File: config.mk
export PLATFORM = sky130hd
export DESIGN_NAME = controller_mc
export DESIGN_NICKNAME = d
export VERILOG_FILES = /design/src/rtl/controller_mc.sv
export SDC_FILE = /design/constraint.sdc
export NUM_CORES = 1
export LEC_CHECK = 0
export ABC_AREA = 1
export CAP_MARGIN = 10
export CORE_MARGIN = 10
export CORE_UTILIZATION = 43
export DETAILED_ROUTE_END_ITERATION = 16
export PLACE_DENSITY_LB_ADDON = 0.1
export SLEW_MARGIN = 30
export SYNTH_ARGS = -nofsm -noshare
export SYNTH_HDL_FRONTEND = slang
export SYNTH_SLANG_ARGS = --single-unit
File: constraint.sdc
create_clock -name clk -period 4.13 [get_ports clk]
set_input_delay 1.0325 -clock clk [delete_from_list [all_inputs] [get_ports clk]]
set_output_delay 1.0325 -clock clk [all_outputs]
set_load 0.02 [all_outputs]
File: src/rtl/controller_mc.sv
// Multicycle control unit for the ARM core: sequences fetch/decode/execute/
// memory/writeback, owns the NZCV flags register, evaluates the condition
// field and drives every datapath enable and mux select.
module controller_mc (
  input  logic         clk,
  input  logic         reset,
  input  logic [31:12] Instr,
  input  logic [3:0]   ALUFlags,
  output logic         PCWrite,
  output logic         AdrSrc,
  output logic         MemWrite,
  output logic         IRWrite,
  output logic         RegWrite,
  output logic [1:0]   RegSrc,
  output logic [1:0]   ImmSrc,
  output logic         ALUSrcA,
  output logic [1:0]   ALUSrcB,
  output logic [2:0]   ALUControl,
  output logic [1:0]   ResultSrc,
  output logic         InstrDone
);

  localparam logic [3:0] S_FETCH    = 4'd0;
  localparam logic [3:0] S_DECODE   = 4'd1;
  localparam logic [3:0] S_MEMADR   = 4'd2;
  localparam logic [3:0] S_MEMREAD  = 4'd3;
  localparam logic [3:0] S_MEMWB    = 4'd4;
  localparam logic [3:0] S_MEMWRITE = 4'd5;
  localparam logic [3:0] S_EXECUTER = 4'd6;
  localparam logic [3:0] S_EXECUTEI = 4'd7;
  localparam logic [3:0] S_ALUWB    = 4'd8;
  localparam logic [3:0] S_BRANCH   = 4'd9;

  // Instruction fields
  logic [3:0] cond;
  logic [1:0] op;
  logic [5:0] funct;
  logic [3:0] rd;
  assign cond  = Instr[31:28];
  assign op    = Instr[27:26];
  assign funct = Instr[25:20];
  assign rd    = Instr[15:12];

  logic [3:0] state_q, state_d;
  logic [3:0] flags_q;            // {N,Z,C,V}
  logic       flag_n, flag_z, flag_c, flag_v;
  assign {flag_n, flag_z, flag_c, flag_v} = flags_q;

  logic       cond_ok;
  logic [2:0] cmd_alu_ctrl;
  logic       cmd_reg_wr;
  logic       cmd_flag_all;
  logic       cmd_flag_nz;
  logic       in_execute;
  logic       pc_write_raw, mem_write_raw, reg_write_raw;

  assign in_execute = (state_q == S_EXECUTER) || (state_q == S_EXECUTEI);

  // Condition field evaluated against the committed flags register
  always_comb begin
    // NOTE: every signal written in an always_comb gets a default first so no path can leave it unassigned and infer a latch.
    cond_ok = 1'b0;
    case (cond)
      4'h0: cond_ok = flag_z;
      4'h1: cond_ok = !flag_z;
      4'h2: cond_ok = flag_c;
      4'h3: cond_ok = !flag_c;
      4'h4: cond_ok = flag_n;
      4'h5: cond_ok = !flag_n;
      4'h6: cond_ok = flag_v;
      4'h7: cond_ok = !flag_v;
      4'h8: cond_ok = flag_c && !flag_z;
      4'h9: cond_ok = !flag_c || flag_z;
      4'hA: cond_ok = (flag_n == flag_v);
      4'hB: cond_ok = (flag_n != flag_v);
      4'hC: cond_ok = !flag_z && (flag_n == flag_v);
      4'hD: cond_ok = flag_z || (flag_n != flag_v);
      4'hE: cond_ok = 1'b1;
      default: cond_ok = 1'b0;
    endcase
  end

  // Data-processing command decode: ALU op, register write and flag-write class
  always_comb begin
    cmd_alu_ctrl = 3'b000;
    cmd_reg_wr   = 1'b0;
    cmd_flag_all = 1'b0;
    cmd_flag_nz  = 1'b0;
    case (funct[4:1])
      4'b0100: begin cmd_alu_ctrl = 3'b000; cmd_reg_wr = 1'b1; cmd_flag_all = funct[0]; end
      4'b0010: begin cmd_alu_ctrl = 3'b001; cmd_reg_wr = 1'b1; cmd_flag_all = funct[0]; end
      4'b0000: begin cmd_alu_ctrl = 3'b010; cmd_reg_wr = 1'b1; cmd_flag_nz  = funct[0]; end
      4'b1100: begin cmd_alu_ctrl = 3'b011; cmd_reg_wr = 1'b1; cmd_flag_nz  = funct[0]; end
      4'b1010: begin cmd_alu_ctrl = 3'b001; cmd_flag_all = 1'b1; end
      default: ;
    endcase
  end

  // Next-state logic and per-state control outputs
  always_comb begin
    state_d       = state_q;
    pc_write_raw  = 1'b0;
    mem_write_raw = 1'b0;
    reg_write_raw = 1'b0;
    AdrSrc        = 1'b0;
    IRWrite       = 1'b0;
    RegSrc        = 2'b00;
    ImmSrc        = op;
    ALUSrcA       = 1'b0;
    ALUSrcB       = 2'b00;
    ALUControl    = 3'b000;
    ResultSrc     = 2'b00;
    InstrDone     = 1'b0;
    case (state_q)
      S_FETCH: begin
        IRWrite      = 1'b1;
        ALUSrcA      = 1'b1;
        ALUSrcB      = 2'b10;
        ResultSrc    = 2'b10;
        pc_write_raw = 1'b1;
        state_d      = S_DECODE;
      end
      S_DECODE: begin
        ALUSrcA   = 1'b1;
        ALUSrcB   = 2'b10;
        ResultSrc = 2'b10;
        if (!cond_ok || op == 2'b11) begin
          InstrDone = 1'b1;
          state_d   = S_FETCH;
        end else if (op == 2'b01) begin
          state_d = S_MEMADR;
        end else if (op == 2'b10) begin
          state_d = S_BRANCH;
        end else begin
          state_d = funct[5] ? S_EXECUTEI : S_EXECUTER;
        end
      end
      S_MEMADR: begin
        ALUSrcB = 2'b01;
        state_d = funct[0] ? S_MEMREAD : S_MEMWRITE;
      end
      S_MEMREAD: begin
        AdrSrc  = 1'b1;
        state_d = S_MEMWB;
      end
      S_MEMWB: begin
        ResultSrc     = 2'b01;
        reg_write_raw = 1'b1;
        pc_write_raw  = (rd == 4'd15);
        InstrDone     = 1'b1;
        state_d       = S_FETCH;
      end
      S_MEMWRITE: begin
        AdrSrc        = 1'b1;
        mem_write_raw = 1'b1;
        RegSrc        = 2'b10;
        InstrDone     = 1'b1;
        state_d       = S_FETCH;
      end
      S_EXECUTER, S_EXECUTEI: begin
        ALUSrcB    = (state_q == S_EXECUTEI) ? 2'b01 : 2'b00;
        ALUControl = cmd_alu_ctrl;
        state_d    = S_ALUWB;
      end
      S_ALUWB: begin
        reg_write_raw = cmd_reg_wr;
        pc_write_raw  = cmd_reg_wr && (rd == 4'd15);
        InstrDone     = 1'b1;
        state_d       = S_FETCH;
      end
      S_BRANCH: begin
        RegSrc       = 2'b01;
        ALUSrcB      = 2'b01;
        ResultSrc    = 2'b10;
        pc_write_raw = 1'b1;
        InstrDone    = 1'b1;
        state_d      = S_FETCH;
      end
      default: state_d = S_FETCH;
    endcase
  end

  // Write enables are suppressed while reset is asserted, except that the
  // FETCH-state PC/IR enables follow state alone.
  assign PCWrite  = pc_write_raw && (!reset || state_q == S_FETCH);
  assign MemWrite = mem_write_raw && !reset;
  assign RegWrite = reg_write_raw && !reset;

  // State register
  always_ff @(posedge clk) begin
    // NOTE: sequential state uses non-blocking assignment so every register samples pre-edge values regardless of block order.
    if (reset) state_q <= S_FETCH;
    else       state_q <= state_d;
  end

  // Flags register: written only in the execute states
  always_ff @(posedge clk) begin
    if (reset) begin
      flags_q <= 4'b0000;
    end else if (in_execute) begin
      if (cmd_flag_all)     flags_q      <= ALUFlags;
      else if (cmd_flag_nz) flags_q[3:2] <= ALUFlags[3:2];
    end
  end

endmodule

==> metrics <==
CP Capture Type output pin; num rows 16; GPL Wtd Cong 0.870; Post-Route Skew 0.00752 ns; Slew Limit Fails 0; CP Data Required Time 3.10 ns; H-tree level count 1; Yosys top cell area share 0.178; Final Hold Viols 0; ant diodes 0; clock buffer depth 2; Crit Path Class in2out; register area share after synthesis 0.178; Layout fillers 180; drt wl/cell 12.4 µm; Synth warnings 0; LEAKAGE 0.640 nW; CTS tree yes; Clk pwr share 0.234; Core Area 1980 µm²; status finished, final reports clean; initial DRC count 52; I/O pins 44; Overflow after GRT 0; DR vias/cell 4.96; hold_ws 0.531 ns; highest clock rate 253 MHz; clk root buf clkbuf_4; fin area 1320 µm²; Final Worst Setup Slack 0.184 ns; placed inst area 1290 µm²; Post-CTS Setup Bufs 0; I/O Buffers 38; post-synth top area cell dfxtp_1; most frequent cells in the layout 42 x nand2_1, 35 x clkdlybuf4s50_1, 29 x inv_1; NumNets Final 234; global-route wire length before repair 4.87 mm; via count 1135; FF+latch count, synth 8; Synth area leaders dfxtp_1 18%, nand2_1 18%, inv_1 12%, nand3_1 11%, nor2_1 9.6%; Power Density 202 nW/µm²; area delta synth->final 46.7%; DRC 0; CP Max Fanout 4; Finished Layout Cells 229; vias in the first global route 1121; period utilization 0.955; clock transition at the registers of the reported paths 0.06 ns; Tmin final 3.95 ns; Detailed Routing Iterations Pass 1 4; CP Launch Type input pin; Net Count, Synth 195; initial antenna violation count 0; endpoints failing setup 0; largest net degree at the start of global routing 9; Post-Place Worst Slack 0.0931 ns; Num CTS Buffers 3; die width 65.7 µm; setup TNS 0 ns; Initial Utilization 0.454; internal power 0.169 mW; Peak VDD IR 219 µV; clk sinks 8; power share of the combinational group 0.460; max-cap violations 0; CTS Hold Bufs 0; sw frac 0.366; syn avg cell area 5.45 µm²; Tot GR Track Use 0.137; RSZ-0062 raised after global routing false; HPWL after DPL 2.42 mm; share of layout cells above drive strength 1 0.0594; Psw 0.0979 mW; Synth Instances 165; library cells used by synthesis 23; Hold Crit Class reg2reg; cell area after synthesis 900 µm²; die height 65.7 µm; DIE AREA 4320 µm²; critical path arrival 2.91 ns; Inst Count DP 226; post-route ant nets 0; Post-Route WL 2.85 mm; most common cell after layout, fill and taps aside nand2_1; Seq pwr share 0.306; Skew-Pair Late Insertion Delay 0.26 ns
## metrics by stage
stage                util  power (mW)
floorplan               -       0.149
global placement    0.651       0.204
detailed placement  0.651       0.207
CTS                 0.662       0.272
global route        0.666       0.288
finish              0.666       0.267
## power by group through the flow
stage / combinational (mW) / sequential [mW] / clock, mW
6_report: 0.123 / 0.0818 / 0.0625
5_1_grt: 0.136 / 0.0818 / 0.0701
4_1_cts: 0.125 / 0.0816 / 0.0654
3_5_place_dp: 0.124 / 0.0833 / 0
3_3_place_gp: 0.121 / 0.0833 / 0
2_1_floorplan: 0.0662 / 0.0828 / 0
## synthesized netlist by cell type, drive strengths merged
library cell / n
a21oi: 15
buf: 6
conb: 1
dfxtp: 8
ha: 4
inv: 30
nand2: 43
nand3: 20
nand3b: 2
nand4: 2
nor2: 25
nor3: 1
nor4: 1
o211ai: 2
o21ai: 5
## flip-flops by register name, indices dropped and copies added (netlist names)
name     flops
flags_q      4
state_q      4
## worst max-delay path, stage by stage
cell,delay [ns]
clkdlybuf4s50_1,0.45
inv_1,0.09
nand3_1,0.11
o211ai_1,0.25
nand3b_1,0.12
o211ai_1,0.09
o21ai_0,0.11
inv_1,0.06
clkdlybuf4s50_1,0.60
## layout make-up
cell class | instances | area, µm² | share of cell area
inverters | 30 | 113 | 0.0853
multi-input cells | 121 | 588 | 0.445
flip-flops and latches | 8 | 160 | 0.121
well taps | 27 | 33.8 | 0.0256
clock buffers | 3 | 22.5 | 0.0171
repair buffers | 40 | 403 | 0.305
## worst paths after layout
kind | startpoint | to | slack [ns] | cells after the start
hold reg to reg | flags_q[1] | flags_q[1] | 0.53 | 2
hold / removal | flags_q[1] | flags_q[1] | 0.53 | 2
setup reg to reg | flags_q[3] | state_q[1] | 2.72 | 10
setup / recovery | Instr[23] | PCWrite | 0.18 | 9
## cells by family after synthesis
| group | synth area share |
|---|---|
| AOI/OAI and AO/OA | 0.136 |
| adders and majority gates | 0.0556 |
| other | 0.00417 |
| DFF | 0.178 |
| and+or+nand+nor | 0.458 |
| buffers and inverters | 0.168 |
## repair_timing
item | 4_1_cts | 5_1_grt
gates resized for setup | 0 | 3
endpoints found under the hold margin | 0 | 0
endpoints found under the setup margin | 0 | 1
## routing by layer
layer | global-route usage | share of wire | vias to the layer above
met5 | 0 | 0 | -
met4 | 0.0321 | 0.0095 | 0
met3 | 0.0610 | 0.084 | 4
met2 | 0.222 | 0.45 | 34
met1 | 0.160 | 0.46 | 505
li1 | - | - | 592
(Power assumes the default switching activity.)
